===== src/rtl/cordic_vector.sv =====
// Iterative vectoring-mode CORDIC: (x,y) -> atan2 phase in turn units plus magnitude.
// Optional magnitude output enabled by defining CORDIC_VECTOR_MAG_EN (otherwise mag is tied to 0).
module cordic_vector #(
  parameter int ITER       = 16,
  parameter int GAIN_RECIP = 39797
) (
  input  logic               clk,
  input  logic               rstb,
  input  logic               in_valid,
  input  logic signed [15:0] x,
  input  logic signed [15:0] y,
  output logic               ready,
  output logic               out_valid,
  output logic        [15:0] theta,
  output logic        [16:0] mag,
  output logic               zero
);

  if (ITER < 1 || ITER > 16) begin : g_bad_iter
    $error("cordic_vector: ITER must be 1..16");
  end
  if (GAIN_RECIP < 1 || GAIN_RECIP > 65535) begin : g_bad_gain
    $error("cordic_vector: GAIN_RECIP must fit in Q0.16");
  end

  typedef enum logic [1:0] {
    S_IDLE = 2'b00,
    S_ITER = 2'b01
  } state_t;

  state_t             state;
  logic        [4:0]  iter;
  logic signed [17:0] xr;
  logic signed [17:0] yr;
  logic signed [17:0] z;
  logic        [1:0]  quad;
  logic               zin;

  logic signed [17:0] x_ext;
  logic signed [17:0] y_ext;
  logic signed [17:0] x_abs;
  logic signed [17:0] y_abs;
  logic signed [17:0] x_sh;
  logic signed [17:0] y_sh;
  logic signed [17:0] gamma;

  // atan(2^-i) with a quarter turn scaled to 2^16
  function automatic logic signed [17:0] gamma_mem(input logic [3:0] idx);
    case (idx)
      4'd0:    return 18'sd32768;
      4'd1:    return 18'sd19344;
      4'd2:    return 18'sd10221;
      4'd3:    return 18'sd5188;
      4'd4:    return 18'sd2604;
      4'd5:    return 18'sd1303;
      4'd6:    return 18'sd652;
      4'd7:    return 18'sd326;
      4'd8:    return 18'sd163;
      4'd9:    return 18'sd81;
      4'd10:   return 18'sd41;
      4'd11:   return 18'sd20;
      4'd12:   return 18'sd10;
      4'd13:   return 18'sd5;
      4'd14:   return 18'sd3;
      default: return 18'sd1;
    endcase
  endfunction

  // First-quadrant angle rounded to turn units and clamped, then unfolded by quadrant
  function automatic logic [15:0] fold_theta(input logic [1:0] q, input logic signed [17:0] zv);
    logic signed [18:0] r;
    logic        [16:0] a;
    logic        [16:0] t;
    r = $signed({zv[17], zv}) + 19'sd2;
    r = r >>> 2;
    if (r < 19'sd0)
      a = 17'd0;
    else if (r > 19'sd16384)
      a = 17'h04000;
    else
      a = r[16:0];
    case (q)
      2'd0:    t = a;
      2'd1:    t = 17'h08000 - a;
      2'd2:    t = 17'h08000 + a;
      default: t = 17'h10000 - a;
    endcase
    return t[15:0];
  endfunction

`ifdef CORDIC_VECTOR_MAG_EN
  // Remove the CORDIC gain and saturate to the 17-bit unsigned output
  function automatic logic [16:0] sat_mag(input logic signed [17:0] xv);
    logic [34:0] p;
    logic [18:0] s;
    if (xv[17])
      return 17'd0;
    p = 35'(xv[16:0]) * 35'(GAIN_RECIP);
    s = 19'(p >> 16);
    if (s[18:17] != 2'b00)
      return 17'h1FFFF;
    return s[16:0];
  endfunction
`endif

  always_comb begin
    x_ext = {{2{x[15]}}, x};
    y_ext = {{2{y[15]}}, y};
    x_abs = x_ext[17] ? -x_ext : x_ext;
    y_abs = y_ext[17] ? -y_ext : y_ext;
    x_sh  = xr >>> iter;
    y_sh  = yr >>> iter;
    gamma = gamma_mem(iter[3:0]);
  end

  always_ff @(posedge clk or negedge rstb) begin
    if (!rstb) begin
      state     <= S_IDLE;
      iter      <= 5'd0;
      xr        <= '0;
      yr        <= '0;
      z         <= '0;
      quad      <= 2'd0;
      zin       <= 1'b0;
      ready     <= 1'b1;
      out_valid <= 1'b0;
      theta     <= '0;
      mag       <= '0;
      zero      <= 1'b0;
    end else begin
      case (state)
        S_IDLE: begin
          out_valid <= 1'b0;
          if (in_valid && ready) begin
            quad  <= {y[15], x[15] ^ y[15]};
            xr    <= x_abs;
            yr    <= y_abs;
            z     <= '0;
            zin   <= (x == 16'sd0) && (y == 16'sd0);
            iter  <= 5'd0;
            ready <= 1'b0;
            state <= S_ITER;
          end
        end
        S_ITER: begin
          if (iter == 5'(ITER)) begin
            // Finalise: fold the angle back out of the first quadrant
            theta <= zin ? 16'd0 : fold_theta(quad, z);
`ifdef CORDIC_VECTOR_MAG_EN
            mag   <= zin ? 17'd0 : sat_mag(xr);
`else
            mag   <= 17'd0;
`endif
            zero      <= zin;
            out_valid <= 1'b1;
            ready     <= 1'b1;
            iter      <= 5'd0;
            state     <= S_IDLE;
          end else begin
            if (!yr[17]) begin
              xr <= xr + y_sh;
              yr <= yr - x_sh;
              z  <= z + gamma;
            end else begin
              xr <= xr - y_sh;
              yr <= yr + x_sh;
              z  <= z - gamma;
            end
            iter <= iter + 5'd1;
          end
        end
        default: begin
          state     <= S_IDLE;
          iter      <= 5'd0;
          xr        <= '0;
          yr        <= '0;
          z         <= '0;
          quad      <= 2'd0;
          zin       <= 1'b0;
          ready     <= 1'b1;
          out_valid <= 1'b0;
          theta     <= '0;
          mag       <= '0;
          zero      <= 1'b0;
        end
      endcase
    end
  end

endmodule

===== config.mk =====
export PLATFORM = sky130hd
export DESIGN_NAME = cordic_vector
export DESIGN_NICKNAME = d
export VERILOG_FILES = /design/src/rtl/cordic_vector.sv
export SDC_FILE = /design/constraint.sdc
export NUM_CORES = 1
export LEC_CHECK = 0
export BUFFER_PORTS_ARGS = -buffer_cell sky130_fd_sc_hd__buf_2
export CAP_MARGIN = 30
export CORE_ASPECT_RATIO = 1.75
export CORE_MARGIN = 2
export CORE_UTILIZATION = 51
export CTS_CLUSTER_DIAMETER = 120
export DETAILED_ROUTE_END_ITERATION = 16
export HOLD_SLACK_MARGIN = 0.15
export PLACE_DENSITY = 0.66
export SLEW_MARGIN = 20
export SYNTH_ARGS = -nofsm -noshare
export SYNTH_HDL_FRONTEND = slang
export SYNTH_SLANG_ARGS = --single-unit

===== constraint.sdc =====
create_clock -name clk -period 12.46 [get_ports clk]
set_input_delay 0.623 -clock clk [delete_from_list [all_inputs] [get_ports clk]]
set_output_delay 0.623 -clock clk [all_outputs]
set_load 0.05 [all_outputs]

* After elaboration in Yosys (flattened, before gate mapping)
Memories as Yosys holds them, arrays and structs flattened. Cells that the tools add are included.
Storage, ports and cells: output and inout port bits 36, logic and storage cells 90, memories kept 1, memory bits (read-only) 256, input bits 35, register bits 100
Memory list:
- (name not given) | words 16, bits a word 16, rd ports 1, clocked after Yosys merged registers in 0, write ports 0, line 49 | case (idx)
Operators by class: bitwise gates (word level) 3, magnitude comparators 2, mux-type cells 40, shift operators 2, reduce and logical (&&, ||, !) cells 10, equality and inequality tests 7, add/sub/neg operators 13
Operators by type and width (count):
- 18-bit two-way mux | 11
- 18-bit case mux with 2 select lines | 3
- 16-bit two-way mux | 6
- 18-bit adder | 3
- 18-bit subtractor | 3
- 16-bit case mux with 3 select lines | 1
- 16-bit negator with 18-bit output | 2
- 18-bit by 5-bit >>> shifter with 18-bit output | 2
- 17-bit case mux with 2 select lines | 1
- 16-bit zero test | 2
- 16-bit case mux with 2 select lines | 1
- 18-bit by 3-bit adder with 19-bit output (second input constant) | 1
- 17-bit by 16-bit > comparator with 1-bit output (second input constant) | 1
- 17-bit by 1-bit < comparator with 1-bit output (second input constant) | 1
- 17-bit two-way mux | 1
- 16-bit adder (first input constant) | 1
- 1-bit by 16-bit subtractor with 16-bit output (first input constant) | 1
- 16-bit subtractor (first input constant) | 1
- 5-bit two-way mux | 2
- 5-bit case mux with 2 select lines | 1
- 2-bit case mux with 2 select lines | 2
- 2-bit AND reduction | 4
- 2-bit two-way mux | 3
- 2-bit inequality test (second input constant) | 3
- other kinds (10) | 20

* Depth between registers and ports, before layout
depth in word-level cells 11, depth in mapped cells 26, gate-level depth less buffers 21

* Worst setup path after synthesis
Ideal clock, no wire load.
path type flip-flop to flip-flop, from reg iter[0], to reg xr[16], arrival 4.625 ns, clock period less this slack 4.747 ns, cell stages (with the launch flop) 25, path buffers 5, setup slack 7.713 ns, setup time 0.122 ns, required time 12.338 ns, path through dfrtp_1 -> buf_6 -> buf_6 -> buf_2 -> buf_2 -> mux2_2 -> mux2i_1 -> or2_2 -> a21oi_1 -> nor2_1 -> o21a_1 -> ha_1 -> buf_4 -> xnor2_1 -> o22ai_1 -> ha_1 -> nor2b_1 -> o21ai_0 -> a21boi_0 -> o211ai_1 -> a211o_1 -> a31oi_1 -> o211a_1 -> or3_1 -> a32o_1
On the way: cells in the longest elaborated chain, start to end 5, elaborated cells between the ends (all ways) 9, classes of those cells add/sub: 2; eq/ne: 2; shift: 1; mux: 3; reduce/logical: 1
RTL lines:
- start: declaration | line 32 | logic [4:0] iter;
- start signal: assignment | line 169 | iter <= iter + 5'd1;
- 18-bit by 5-bit >>> shifter with 18-bit output | line 112 | y_sh = yr >>> iter;
- 18-bit adder / 18-bit subtractor (equally long branches) | line 161, 165
- 18-bit two-way mux | line 160 | if (!yr[17]) begin
- 18-bit two-way mux | line 146 | if (iter == 5'(ITER)) begin
- 18-bit case mux with 2 select lines | line 131 | case (state)
- end signal: assignment | line 136 | xr <= x_abs;
- end signal: assignment | line 161 | xr <= xr + y_sh;
- end signal: assignment | line 165 | xr <= xr - y_sh;
- end: declaration | line 33 | logic signed [17:0] xr;
Parallel ways exist; a longest one is shown, timed or not. The select of a mux whose other input is x is not followed. A chain may end at the register's enable or synchronous reset.

* Final worst setup path
Ends and elaborated chain as after synthesis.

==> metrics.md <==
| Metric | Value |
|---|---|
| Worst-skew pair later-pin latency | 0.36 ns |
| Final clock period utilization by the worst path | 44.8% |
| Post-synthesis mux area share | 13.3% |
| Hold Violations, Final | 0 |
| Setup Buffers After CTS | 0 |
| Status | finished clean |
| Crit Path Max Fanout | 45 |
| Compound-gate portion of the synthesized area | 23.7% |
| Seq/Total Area, Yosys | 18.9% |
| Effective utilization at floorplan | 51.9% |
| Startpoint types | flip-flop |
| Vias in the first global route | 9955 |
| CTS tree | built |
| Initial antenna violation count | 0 |
| Commonest non-fill, non-tap cell in the layout | nand2_1 |
| Max Buffers Root-to-Sink | 2 |
| Largest net degree at the start of global routing | 67 |
| Largest family of logic cells by synthesized area | compound AO/OA/AOI/OAI gates |
| Synthesized instance count | 1365 |
| Worst hold slack | 0.469 ns |
| XOR/XNOR Fraction of Synth Area | 9.96% |
| GPL Wtd Cong | 0.967 |
| Final nets | 1464 |
| FP Rows | 70 |
| RSZ-0062 raised after global routing | no |
| CTS buffer count | 9 |
| IO Pins | 71 |
| Simple-Gate Fraction of Synth Area | 19.5% |
| Max-slew violation count | 0 |
| Share of flip-flops with an asynchronous set or reset | 100% |
| Crit end category | flip-flop |
| Fin crit period | 5.59 ns |
| Detail Placement HPWL | 26000 um |
| WL final | 33400 um |
| Synth unique cells | 92 |
| CP arrival | 5.84 ns |
| Core Footprint | 20900 sq um |
| Slew margin rel. | 42.2% |
| Die W | 114 um |
| Via Count | 10200 |
| Crit-path cells | buf_4 -> mux2_2 -> mux2i_1 -> nor2_1 -> a211oi_1 -> a21oi_1 -> a21oi_1 -> ha_1 -> xnor2_1 -> o22ai_1 -> ha_1 -> nor2b_1 -> o21ai_0 -> a21boi_0 -> o211ai_1 -> a211o_1 -> a31oi_1 -> o211a_1 -> or3_1 -> a32o_1 |
| Fillers | 2000 |
| Layout cells sized above 1 | 12.7% |
| Top delay family on crit path | compound AO/OA/AOI/OAI gates |
| Synth-to-Final Area Change | 5.51% |
| Number of synthesized flops with an enable pin | 0 |
| CTS root buf | clkbuf_16 |
| Area of the die | 22500 sq um |
| Hold Path Class | flip-flop to flip-flop |
| Clock Pin Slew Worst Setup and Hold Paths | 0.07 ns |
| Detailed Routing Iterations Pass 1 | 5 |
| CP max stage cell | buf_4 |
| Avg WL per Cell | 20.6 um |
| Worst-Margin Slew | 0.865 ns |
| Worst clock skew | 0.00769 ns |
| Adder-Cell Fraction of Synth Area | 8.04% |
| # port buffers | 53 |
| Setup violations, final | 0 |
| CTS resizes | 0 |
| Die Ht | 197 um |
| Worst path bufs/invs | 1 |
| Drt drc | 0 |
| Total gr overflow | 0 |
| Ant diodes | 0 |
| Most frequent cells in the layout | nand2_1, nor2_1, o21ai_0, a21oi_1, dfrtp_1 |
| Max Cap Viol | 0 |
| Post-synth top flop | dfrtp_1 |
| Syn avg cell area | 7.96 sq um |
| FF+latch count, synth | 82 |
| Routed Antenna Nets | 0 |
| Initial DRC count | 809 |
| Clock sinks | 82 |
| Post-Syn Area | 10900 sq um |
| Fmax | 179 MHz |
| Total negative slack | 0 ns |
| First-pass GRT wire length | 52800 um |
| CTS H-Tree Depth | 3 |
| Synth warnings | 0 |
| CP required | 12.71 ns |
| CP Class | flip-flop to flip-flop |
| Vias/cell | 6.33 |
| Total GRT Usage | 30.1% |
| Max incr delay on CP | 0.59 ns |
-- cell families after synthesis --
| kind of cell | after synthesis |
|---|---|
| AO/OA/AOI/OAI | 397 |
| flip-flops | 82 |
| multiplexers | 98 |
| AND/OR/NAND/NOR | 441 |
| adder cells (fa/ha/maj) | 68 |
| XOR/XNOR | 122 |
| other | 1 |
| buffers and inverters | 156 |
-- final timing paths --
kind,end,startpoint,slack (ns),cells after the start
worst max-delay path,xr[16]$_DFFE_PN0P_,iter[0]$_DFFE_PN0P_,6.87,20
worst min-delay path,theta[13]$_DFFE_PN0P_,theta[13]$_DFFE_PN0P_,0.47,2
worst max register to register,xr[16]$_DFFE_PN0P_,iter[0]$_DFFE_PN0P_,6.87,20
worst min register to register,theta[13]$_DFFE_PN0P_,theta[13]$_DFFE_PN0P_,0.47,2
max in group asynchronous,iter[0]$_DFFE_PN0P_,rstb,10.90,4
min in group asynchronous,theta[2]$_DFFE_PN0P_,rstb,0.66,2
-- state kept, by name, summed over array words and instances, names as in the netlist --
| signal | count |
|---|---|
| xr | 18 |
| z | 18 |
| iter | 5 |
| yr | 18 |
| quad | 2 |
| theta | 16 |
| zero | 1 |
| ready | 1 |
| zin | 1 |
| state | 1 |
| out_valid | 1 |
-- stage by stage --
step	utilization, %	cell area, sq um	worst slack, ns	cells
floorplan	-	10900	7.71	1381
global placement	53.1	11100	7.02	1600
detailed placement	53.1	11100	6.92	1600
CTS	54.7	11400	6.90	1617
global route	54.8	11500	6.39	1618
finish	54.8	11500	6.87	1618
-- what timing repair did --
action	in CTS	in global routing
hold endpoints to repair	17	0
hold buffers	1	0
setup endpoints to repair	0	0
-- routing by layer --
layer | vias up | routed length (um) | track usage (%)
met2 | 350 | 18100 | 57.9
met1 | 4812 | 11700 | 29.9
met4 | 0 | 2330 | 19.6
met3 | 131 | 1260 | 3.13
met5 | - | 0 | 0
li1 | 4955 | - | -
-- cells in the mapped netlist, drive strengths merged, types with 5 or more instances --
cell type,count,share of area [%]
nand2,153,5.3
nor2,107,3.7
o21ai,106,5.0
a21oi,97,4.6
dfrtp,81,19
ha,65,7.5
xnor2,65,5.2
clkbuf,61,2.1
xor2,56,4.5
inv,53,1.8
mux2i,43,4.0
buf,41,2.7
nor3,40,1.9
mux4,32,6.9
nand3,30,1.4
mux2,23,2.4
a31oi,22,1.3
o22ai,21,1.2
o31ai,20,1.4
a22o,12,0.97
and2,12,0.69
nand2b,12,0.69
o21a,12,0.83
or2,12,0.69
a21o,11,0.76
nor2b,11,0.66
a211oi,10,0.74
and3,10,0.58
nand4,10,0.63
o211ai,10,0.69
a21boi,9,0.62
nor4,9,0.63
o21bai,9,0.62
or3,8,0.46
nand3b,7,0.48
o221ai,7,0.56
a22oi,6,0.41
nor3b,6,0.46
o2111ai,5,0.40
o41ai,5,0.40
-- cell type report --
type                       count  area [sq um]  share of cell area (%)
timing repair buffer          71           425                    3.71
multi-input combinational   1143          8160                    71.2
inverter                      54           203                    1.77
sequential                    82          2060                    17.9
tap                          252           315                    2.75
clock inverter                 7          81.3                   0.709
clock buffer                   9           225                    1.96
-- worst min-delay path: stages (launching register included) --
cell and delay (ns):
dfrtp_1 0.34, nand2_1 0.05, o41ai_1 0.05
Power is not shown: default switching activity piles up to over one toggle a cycle in this logic, so the estimate is an artifact.
